`src/rtl/lsu_mem_master.sv`:
```
// rtl/lsu_mem_master.sv - load/store initiator to byte-addressed data memory (option macro: LSU_MISALIGN_EN)
module lsu_mem_master #(
   parameter int unsigned ADDR_LIMIT = 1024
) (
   input  logic        clk,
   input  logic        rst,
   input  logic        req_valid,
   output logic        req_ready,
   input  logic        req_we,
   input  logic [31:0] req_addr,
   input  logic [31:0] req_wdata,
   input  logic [1:0]  req_size,
   input  logic        req_unsigned,
   output logic        resp_valid,
   output logic [31:0] resp_rdata,
   output logic        resp_err,
   output logic [31:0] data_addr,
   output logic [31:0] w_data_mem,
   output logic        r_en_mem,
   output logic        w_en_mem,
   output logic [1:0]  byte_sel,
   input  logic [31:0] r_data_mem
);

   localparam logic [1:0] S_IDLE   = 2'd0;
   localparam logic [1:0] S_ACCESS = 2'd1;
   localparam logic [1:0] S_RESP   = 2'd2;

   logic [1:0]  state;
   logic        q_we;
   logic [31:0] q_addr;
   logic [31:0] q_wdata;
   logic [1:0]  q_size;
   logic        q_uns;
   logic        q_err;
   logic [31:0] q_rdata;
`ifdef LSU_MISALIGN_EN
   logic        q_mis;
   logic [1:0]  beat;
   logic        last_beat;
`endif

   logic [1:0]  span;
   logic [32:0] last_byte;
   logic        misaligned;
   logic        req_bad;

   // Classify the incoming request; the end address is computed in 33 bits so it cannot wrap.
   always_comb begin
      span       = (req_size == 2'b10) ? 2'd3 : (req_size == 2'b01) ? 2'd1 : 2'd0;
      last_byte  = {1'b0, req_addr} + {31'b0, span};
      misaligned = ((req_size == 2'b01) && req_addr[0]) ||
                   ((req_size == 2'b10) && (req_addr[1:0] != 2'b00));
      req_bad    = (req_size == 2'b11) || (last_byte >= 33'(ADDR_LIMIT));
`ifndef LSU_MISALIGN_EN
      if (misaligned) req_bad = 1'b1;
`endif
   end

`ifdef LSU_MISALIGN_EN
   // Final byte beat: lane 1 for halfwords, lane 3 for words.
   always_comb begin
      last_beat = (beat == ((q_size == 2'b10) ? 2'd3 : 2'd1));
   end
`endif

   // Request capture, beat sequencing and load data collection.
   always_ff @(posedge clk or negedge rst) begin
      if (!rst) begin
         state   <= S_IDLE;
         q_we    <= 1'b0;
         q_addr  <= 32'd0;
         q_wdata <= 32'd0;
         q_size  <= 2'd0;
         q_uns   <= 1'b0;
         q_err   <= 1'b0;
         q_rdata <= 32'd0;
`ifdef LSU_MISALIGN_EN
         q_mis   <= 1'b0;
         beat    <= 2'd0;
`endif
      end else begin
         case (state)
            S_IDLE: begin
               if (req_valid) begin
                  q_we    <= req_we;
                  q_addr  <= req_addr;
                  q_wdata <= req_wdata;
                  q_size  <= req_size;
                  q_uns   <= req_unsigned;
                  q_err   <= req_bad;
                  q_rdata <= 32'd0;
`ifdef LSU_MISALIGN_EN
                  q_mis   <= misaligned;
                  beat    <= 2'd0;
`endif
                  state   <= req_bad ? S_RESP : S_ACCESS;
               end
            end
            S_ACCESS: begin
`ifdef LSU_MISALIGN_EN
               if (q_mis) begin
                  if (!q_we) q_rdata[{beat, 3'b000} +: 8] <= r_data_mem[7:0];
                  if (last_beat) state <= S_RESP;
                  else           beat  <= beat + 2'd1;
               end else
`endif
               begin
                  if (!q_we) q_rdata <= r_data_mem;
                  state <= S_RESP;
               end
            end
            S_RESP:  state <= S_IDLE;
            default: state <= S_IDLE;
         endcase
      end
   end

   // Memory port and response outputs decode straight from state so reset drops them at once.
   always_comb begin
      req_ready  = (state == S_IDLE);
      data_addr  = 32'd0;
      w_data_mem = 32'd0;
      r_en_mem   = 1'b0;
      w_en_mem   = 1'b0;
      byte_sel   = 2'b00;
      resp_valid = 1'b0;
      resp_err   = 1'b0;
      resp_rdata = 32'd0;
      if (state == S_ACCESS) begin
         r_en_mem   = !q_we;
         w_en_mem   = q_we;
         data_addr  = q_addr;
         byte_sel   = q_size;
         w_data_mem = q_we ? q_wdata : 32'd0;
`ifdef LSU_MISALIGN_EN
         if (q_mis) begin
            data_addr  = q_addr + {30'd0, beat};
            byte_sel   = 2'b00;
            w_data_mem = q_we ? {24'd0, q_wdata[{beat, 3'b000} +: 8]} : 32'd0;
         end
`endif
      end
      if (state == S_RESP) begin
         resp_valid = 1'b1;
         resp_err   = q_err;
         if (!q_we && !q_err) begin
            case (q_size)
               2'b00:   resp_rdata = {{24{!q_uns && q_rdata[7]}}, q_rdata[7:0]};
               2'b01:   resp_rdata = {{16{!q_uns && q_rdata[15]}}, q_rdata[15:0]};
               default: resp_rdata = q_rdata;
            endcase
         end
      end
   end

endmodule

```
`config.mk`:
```
export PLATFORM = sky130hd
export DESIGN_NAME = lsu_mem_master
export DESIGN_NICKNAME = d
export VERILOG_FILES = /design/src/rtl/lsu_mem_master.sv
export SDC_FILE = /design/constraint.sdc
export NUM_CORES = 1
export LEC_CHECK = 0
export BUFFER_PORTS_ARGS = -buffer_cell sky130_fd_sc_hd__buf_4
export CAP_MARGIN = 40
export CORE_UTILIZATION = 45
export DETAILED_ROUTE_END_ITERATION = 12
export PLACE_DENSITY = 0.75
export SLEW_MARGIN = 20
export SYNTH_ARGS = -nofsm -noshare
export SYNTH_HDL_FRONTEND = slang
export SYNTH_SLANG_ARGS = --single-unit
```
`constraint.sdc`:
```
create_clock -name clk -period 2.1 [get_ports clk]
set_input_delay 0.21 -clock clk [delete_from_list [all_inputs] [get_ports clk]]
set_output_delay 0.21 -clock clk [all_outputs]
set_load 0.03 [all_outputs]
```
## Word level (Yosys, flattened, before mapping)

Index checks and enable logic that the tools add are counted.

- Memories: 0
- Logic and storage cells: 54
- ROM bits: 0
- Bits in latches: 0
- Register bits after elaboration: 103
- Bits in writable memories: 0

- Multiplexer cells: 20
- $lt $le $gt $ge: 1
- Reductions and logical operators: 16
- Divide/modulo/power cells: 0
- Equality and inequality tests: 8
- Shift-type cells: 0
- Multipliers: 0
- Add/subtract/negate cells: 1
- Bitwise operators: 0

Operator list:

| cell | count |
|---|---|
| 32-bit two-way mux | 7 |
| 32-bit one-hot mux with 2 select lines | 2 |
| 32-bit by 2-bit adder with 33-bit output | 1 |
| 33-bit by 11-bit >= comparator with 1-bit output (second input constant) | 1 |
| 2-bit two-way mux | 4 |
| 2-bit by 1-bit equality test with 1-bit output (second input constant) | 3 |
| 2-bit equality test (second input constant) | 3 |
| 1-bit two-way mux | 6 |
| 1-bit logical AND | 5 |
| 2-bit zero test | 2 |
| 2-bit inequality test (second input constant) | 2 |
| 2-bit one-hot mux with 2 select lines | 1 |
| 2-bit nonzero test | 2 |
| 1-bit zero test | 3 |
| 3-bit AND reduction | 1 |
| 1-bit logical OR | 2 |
| 2-bit AND reduction | 1 |

## Logic depth before layout (Yosys ltp)

- Depth in word-level cells: 10
- Mapped depth: 11

## Worst setup path after synthesis

OpenSTA, ideal clock, no wires.

- Path kind: input-to-reg
- Start point: input req_size[0]
- End point: register q_err
- Path slack: -0.303 ns
- Setup time: 0.145 ns
- Data required time: 1.955 ns
- Arrival time: 2.258 ns
- Cell stages on the path: 11
- Path buffers: 0
- Cells stage by stage: inv_1 ha_1 inv_1 ha_1 fa_1 and3_1 nand3_1 mux2_2 a21oi_1 and4bb_1 a31oi_1

- Longest elaborated chain between the ends: 7
- Elaborated cells between the ends (all ways): 12
- Those cells by class: add/sub (1); order compare (1); eq/ne (3); mux (3); reduce/logical (4)

Ends and longest elaborated chain:

| element | line | text |
|---|---|---|
| start, declared | 12 | `input logic [1:0] req_size,` |
| 2-bit by 1-bit equality test with 1-bit output | 50, 52 |  |
| 1-bit two-way mux | 50 | `span = (req_size == 2'b10) ? 2'd3 : (req_size == 2'b01) ? 2'd1 : 2'd0;` |
| 2-bit two-way mux | 50 |  |
| 32-bit by 2-bit adder with 33-bit output | 51 | `last_byte = {1'b0, req_addr} + {31'b0, span};` |
| 33-bit by 11-bit >= comparator with 1-bit output | 54 | `req_bad = (req_size == 2'b11) \|\| (last_byte >= 33'(ADDR_LIMIT));` |
| 1-bit logical OR | 54 |  |
| 1-bit two-way mux (*) | 56 | `if (misaligned) req_bad = 1'b1;` |
| end signal, assigned | 91 | `q_err <= req_bad;` |
| end, declared | 35 | `logic q_err;` |

Every way passes the cells marked *; elsewhere a longest branch is shown, timed or not.
A chain may end at the register's enable or synchronous reset.

## Final worst setup path

Same ends and word-level chain as after synthesis.

==> impl_results.md <==
- Worst-Margin Slew: 474 ps
- Worst reg2reg path depth: 4
- Antenna Cells: 0
- CTS Sinks: 103
- Combinational family with the most area after synthesis: simple AND/OR/NAND/NOR gates
- Post-synthesis mux area share: 15.8%
- Iter 0 DRT Violations: a little over 300
- Commonest non-fill, non-tap cell in the layout: buf_4
- Tot GR Track Use: between 20% and 30%
- Synth Register Bits: 103
- Worst flop-to-flop path endpoint: q_wdata[1]
- Combinational share of power: around 16%
- Worst Hold End: q_rdata[23]
- CTS max path bufs: 2
- Vias in the first global route: ~5000
- Worst-path clk slew: about 70 ps
- R2R setup slack: approximately 380 ps
- Post-Syn Instances: just under 500
- Leak: about 0.0038 uW
- Number of detailed-route iterations in the first pass: 4
- Int Pwr: 3390 uW
- Die Span X: between 100 and 150 um
- Maximum VDD drop: ~0.00048 V
- Final #Nets: between 800 and 900
- Clock Tree Root: clkbuf_16
- Final Max Slew Viols: 0
- Simple-gate portion of the synthesized area: 18.1%
- Vias/cell: about 5.5
- Max Freq: roughly 470 MHz
- # rows: 39
- Crit start category: primary input
- Crit Path Class: primary input to register
- Area grow syn2layout: 46.4%
- CP peak stage delay: between 300 and 400 ps
- TritonCTS clock tree: done
- Routed Antenna Nets: 0
- Setup ws final: -20.7 ps
- Tot Pwr: roughly 4600 uW
- Most frequent cells in the layout: 238 x buf_4, 103 x dfrtp_1, 68 x mux2_2
- H-tree depth: 3
- CP Cell Sequence: buf_8, inv_8, ha_4, inv_4, ha_4, fa_2, and3_4, nand3_2, mux2_4, a21oi_1, and4bb_1, buf_4, a31oi_1
- Total Neg Setup Slack: -20.7 ps
- Syn_nets: just under 600
- Port buffer count: between 200 and 250
- Asr flop ratio synth: 100%
- Mapped Avg Cell Area: approximately 11 um^2
- Placer congestion estimate: approximately 0.83
- Psw: around 1200 uW
- First-pass GRT wire length: around 25 mm
- Status: complete, but fails checks
- Fin. Hold Viols: 0
- Clk_lat worst skew: ~350 ps
- Overflow after GRT: 0
- Initial antenna violation count: 0
- Register share of total power: between 40% and 50%
- Cell repeated most along the worst path: ha_4
- Core Footprint: approximately 0.011 mm^2
- # DRC: 0
- Worst reg2reg startpoint: state[1]
- Synth Area in XOR/XNOR: 0.659%
- Min-Delay Path Depth: 2
- Compound-Gate Fraction of Synth Area: 11.5%
- Overall routed net length: 15.3 mm
- Full die area: 0.0122 mm^2
- Worst Path Required: ~2300 ps
- Min Tclk post-route: 2120 ps
- Post-synth cell types: 48
- Routed WL per cell: around 18 um
- Pin count of the biggest net entering global routing: between 40 and 50
- Final cycle utilization of the critical path: 101%
- Number of fill cells: about 870
- Hold Path Origin: r_data_mem[23]
- Post-Syn Area: 0.00531 mm^2
- Fraction of layout cells with a size suffix above 1: a little over half
- Pwr Density: 588 mW/mm^2
- Post-synthesis adder-cell area fraction: ~1.6%
- Initial core utilization: between 40 and 50%
- RSZ-0062 raised after global routing: true
- Number of synthesized flops with an enable pin: 0
- WP data arrival: around 2300 ps
- Crit end category: register
- Sw Ratio: 25.8%
- Failing checks: setup timing
- Final setup viols: 1
- Max FO, Critical Path: 3
- Clk pwr share: roughly a third
- Max_slew headroom: 68.4%
- Max_cap viols: 0
- Sequential element share of the synthesized area: between 40% and 50%
- Post-synth top flop: dfrtp_1
- Synth warn: 0
- Via count: about 4700
- Die Y: between 100 and 150 um
- Slowest CP cell: fa_2
- DP Wirelength: roughly 11 mm
- Ports: 206
- Clk_skew: roughly 4.8 ps
- HP Class: primary input to register
- CTS buffer count: 9
==> stage by stage <==
stage | cells | instance area [um^2] | hold WS (ps) | util (%) | setup WS [ps]
3_3_place_gp | 837 | 7330 | 200 | 63.9 | -357
5_1_grt | 859 | 7780 | 76.8 | 67.9 | -114
6_report | 859 | 7780 | 84.0 | 67.9 | -20.7
2_1_floorplan | 485 | 5400 | -85.6 | - | -186
4_1_cts | 856 | 7670 | 71.2 | 66.9 | 8.01
3_5_place_dp | 837 | 7330 | 200 | 63.9 | -445
==> worst max-delay path, delay by kind of cell <==
kind | cells | cell delay, ps
AO/OA/AOI/OAI | 2 | 230
adder cells (fa/ha/maj) | 3 | 770
buffers and inverters | 4 | 270
multiplexers | 1 | 320
AND/OR/NAND/NOR | 3 | 540
==> cells in the mapped netlist (2+ instances only) <==
master | n | area share [%]
a21oi_1 | 27 | 2.5
a22o_1 | 32 | 5.3
a311oi_1 | 2 | 0.33
a31oi_1 | 2 | 0.24
and2_1 | 47 | 5.5
and3_1 | 36 | 4.2
and4_1 | 4 | 0.66
buf_1 | 5 | 0.35
clkbuf_1 | 27 | 1.9
dfrtp_1 | 103 | 49
ha_1 | 5 | 1.2
inv_1 | 24 | 1.7
mux2_2 | 69 | 15
mux2i_1 | 6 | 1.1
nand2_1 | 10 | 0.71
nand3_1 | 10 | 0.94
nand4_1 | 5 | 0.59
nor2_1 | 13 | 0.92
nor3_1 | 9 | 0.85
nor4_1 | 2 | 0.24
nor4_2 | 2 | 0.47
nor4b_1 | 3 | 0.49
o211ai_1 | 3 | 0.42
o21ai_0 | 12 | 1.1
o41ai_1 | 2 | 0.33
xor2_1 | 3 | 0.49
==> cell families after synthesis <==
kind of cell               count (synthesis)
DFF                                      103
adders and majority gates                  6
xor gates and xnor gates                   4
and+or+nand+nor                          153
buffers and inverters                     56
AOI/OAI and AO/OA                         88
muxes                                     75
==> repair_timing <==
item | CTS | global route
pin swaps | 4 | 0
setup endpoints to repair | 25 | 19
buffers inserted | 2 | 2
endpoints found under the hold margin | 33 | 0
hold buffers | 1 | 0
gates resized for setup | 13 | 18
gates cloned | 0 | 1
==> worst max-delay path by stage <==
stage,from,slack (ps),endpoint
2_1_floorplan,req_size[0],-190,state[0]
3_3_place_gp,req_size[0],-360,state[1]
3_5_place_dp,req_size[0],-450,state[1]
4_1_cts,req_size[0],8,q_err
5_1_grt,req_size[0],-110,q_err
6_report,req_size[0],-20,q_err
==> flip-flops by register name (all words and copies together) (netlist names) <==
register	count
q_size	2
q_we	1
q_err	1
q_addr	32
q_uns	1
state	2
q_rdata	32
q_wdata	32
==> metal layers <==
| metal | global-route usage (%) | part of all wire [%] |
|---|---|---|
| met5 | 0 | 0 |
| met4 | 11.3 | 2.6 |
| met3 | 4.87 | 6.4 |
| met2 | 42.7 | 50 |
| met1 | 31.1 | 41 |
==> final cells by class <==
| class | count | area (um^2) | share of cell area (%) |
|---|---|---|---|
| sequential | 103 | 2580 | 33.1 |
| multi-input combinational | 326 | 2740 | 35.2 |
| timing repair buffer | 247 | 1920 | 24.6 |
| tap | 143 | 179 | 2.30 |
| clock inverter | 4 | 30.0 | 0.386 |
| inverter | 24 | 100 | 1.29 |
| clock buffer | 12 | 236 | 3.04 |
==> power by group through the flow <==
stage / Combinational [uW] / Sequential (uW) / Clock, uW
final: 747 / 2280 / 1540
after global routing: 816 / 2310 / 1670
after CTS: 740 / 2280 / 1590
after detailed placement: 728 / 2320 / 0
after global placement: 704 / 2300 / 0
after floorplan: 376 / 2270 / 0
No activity file was read; power rests on OpenSTA's default activity.
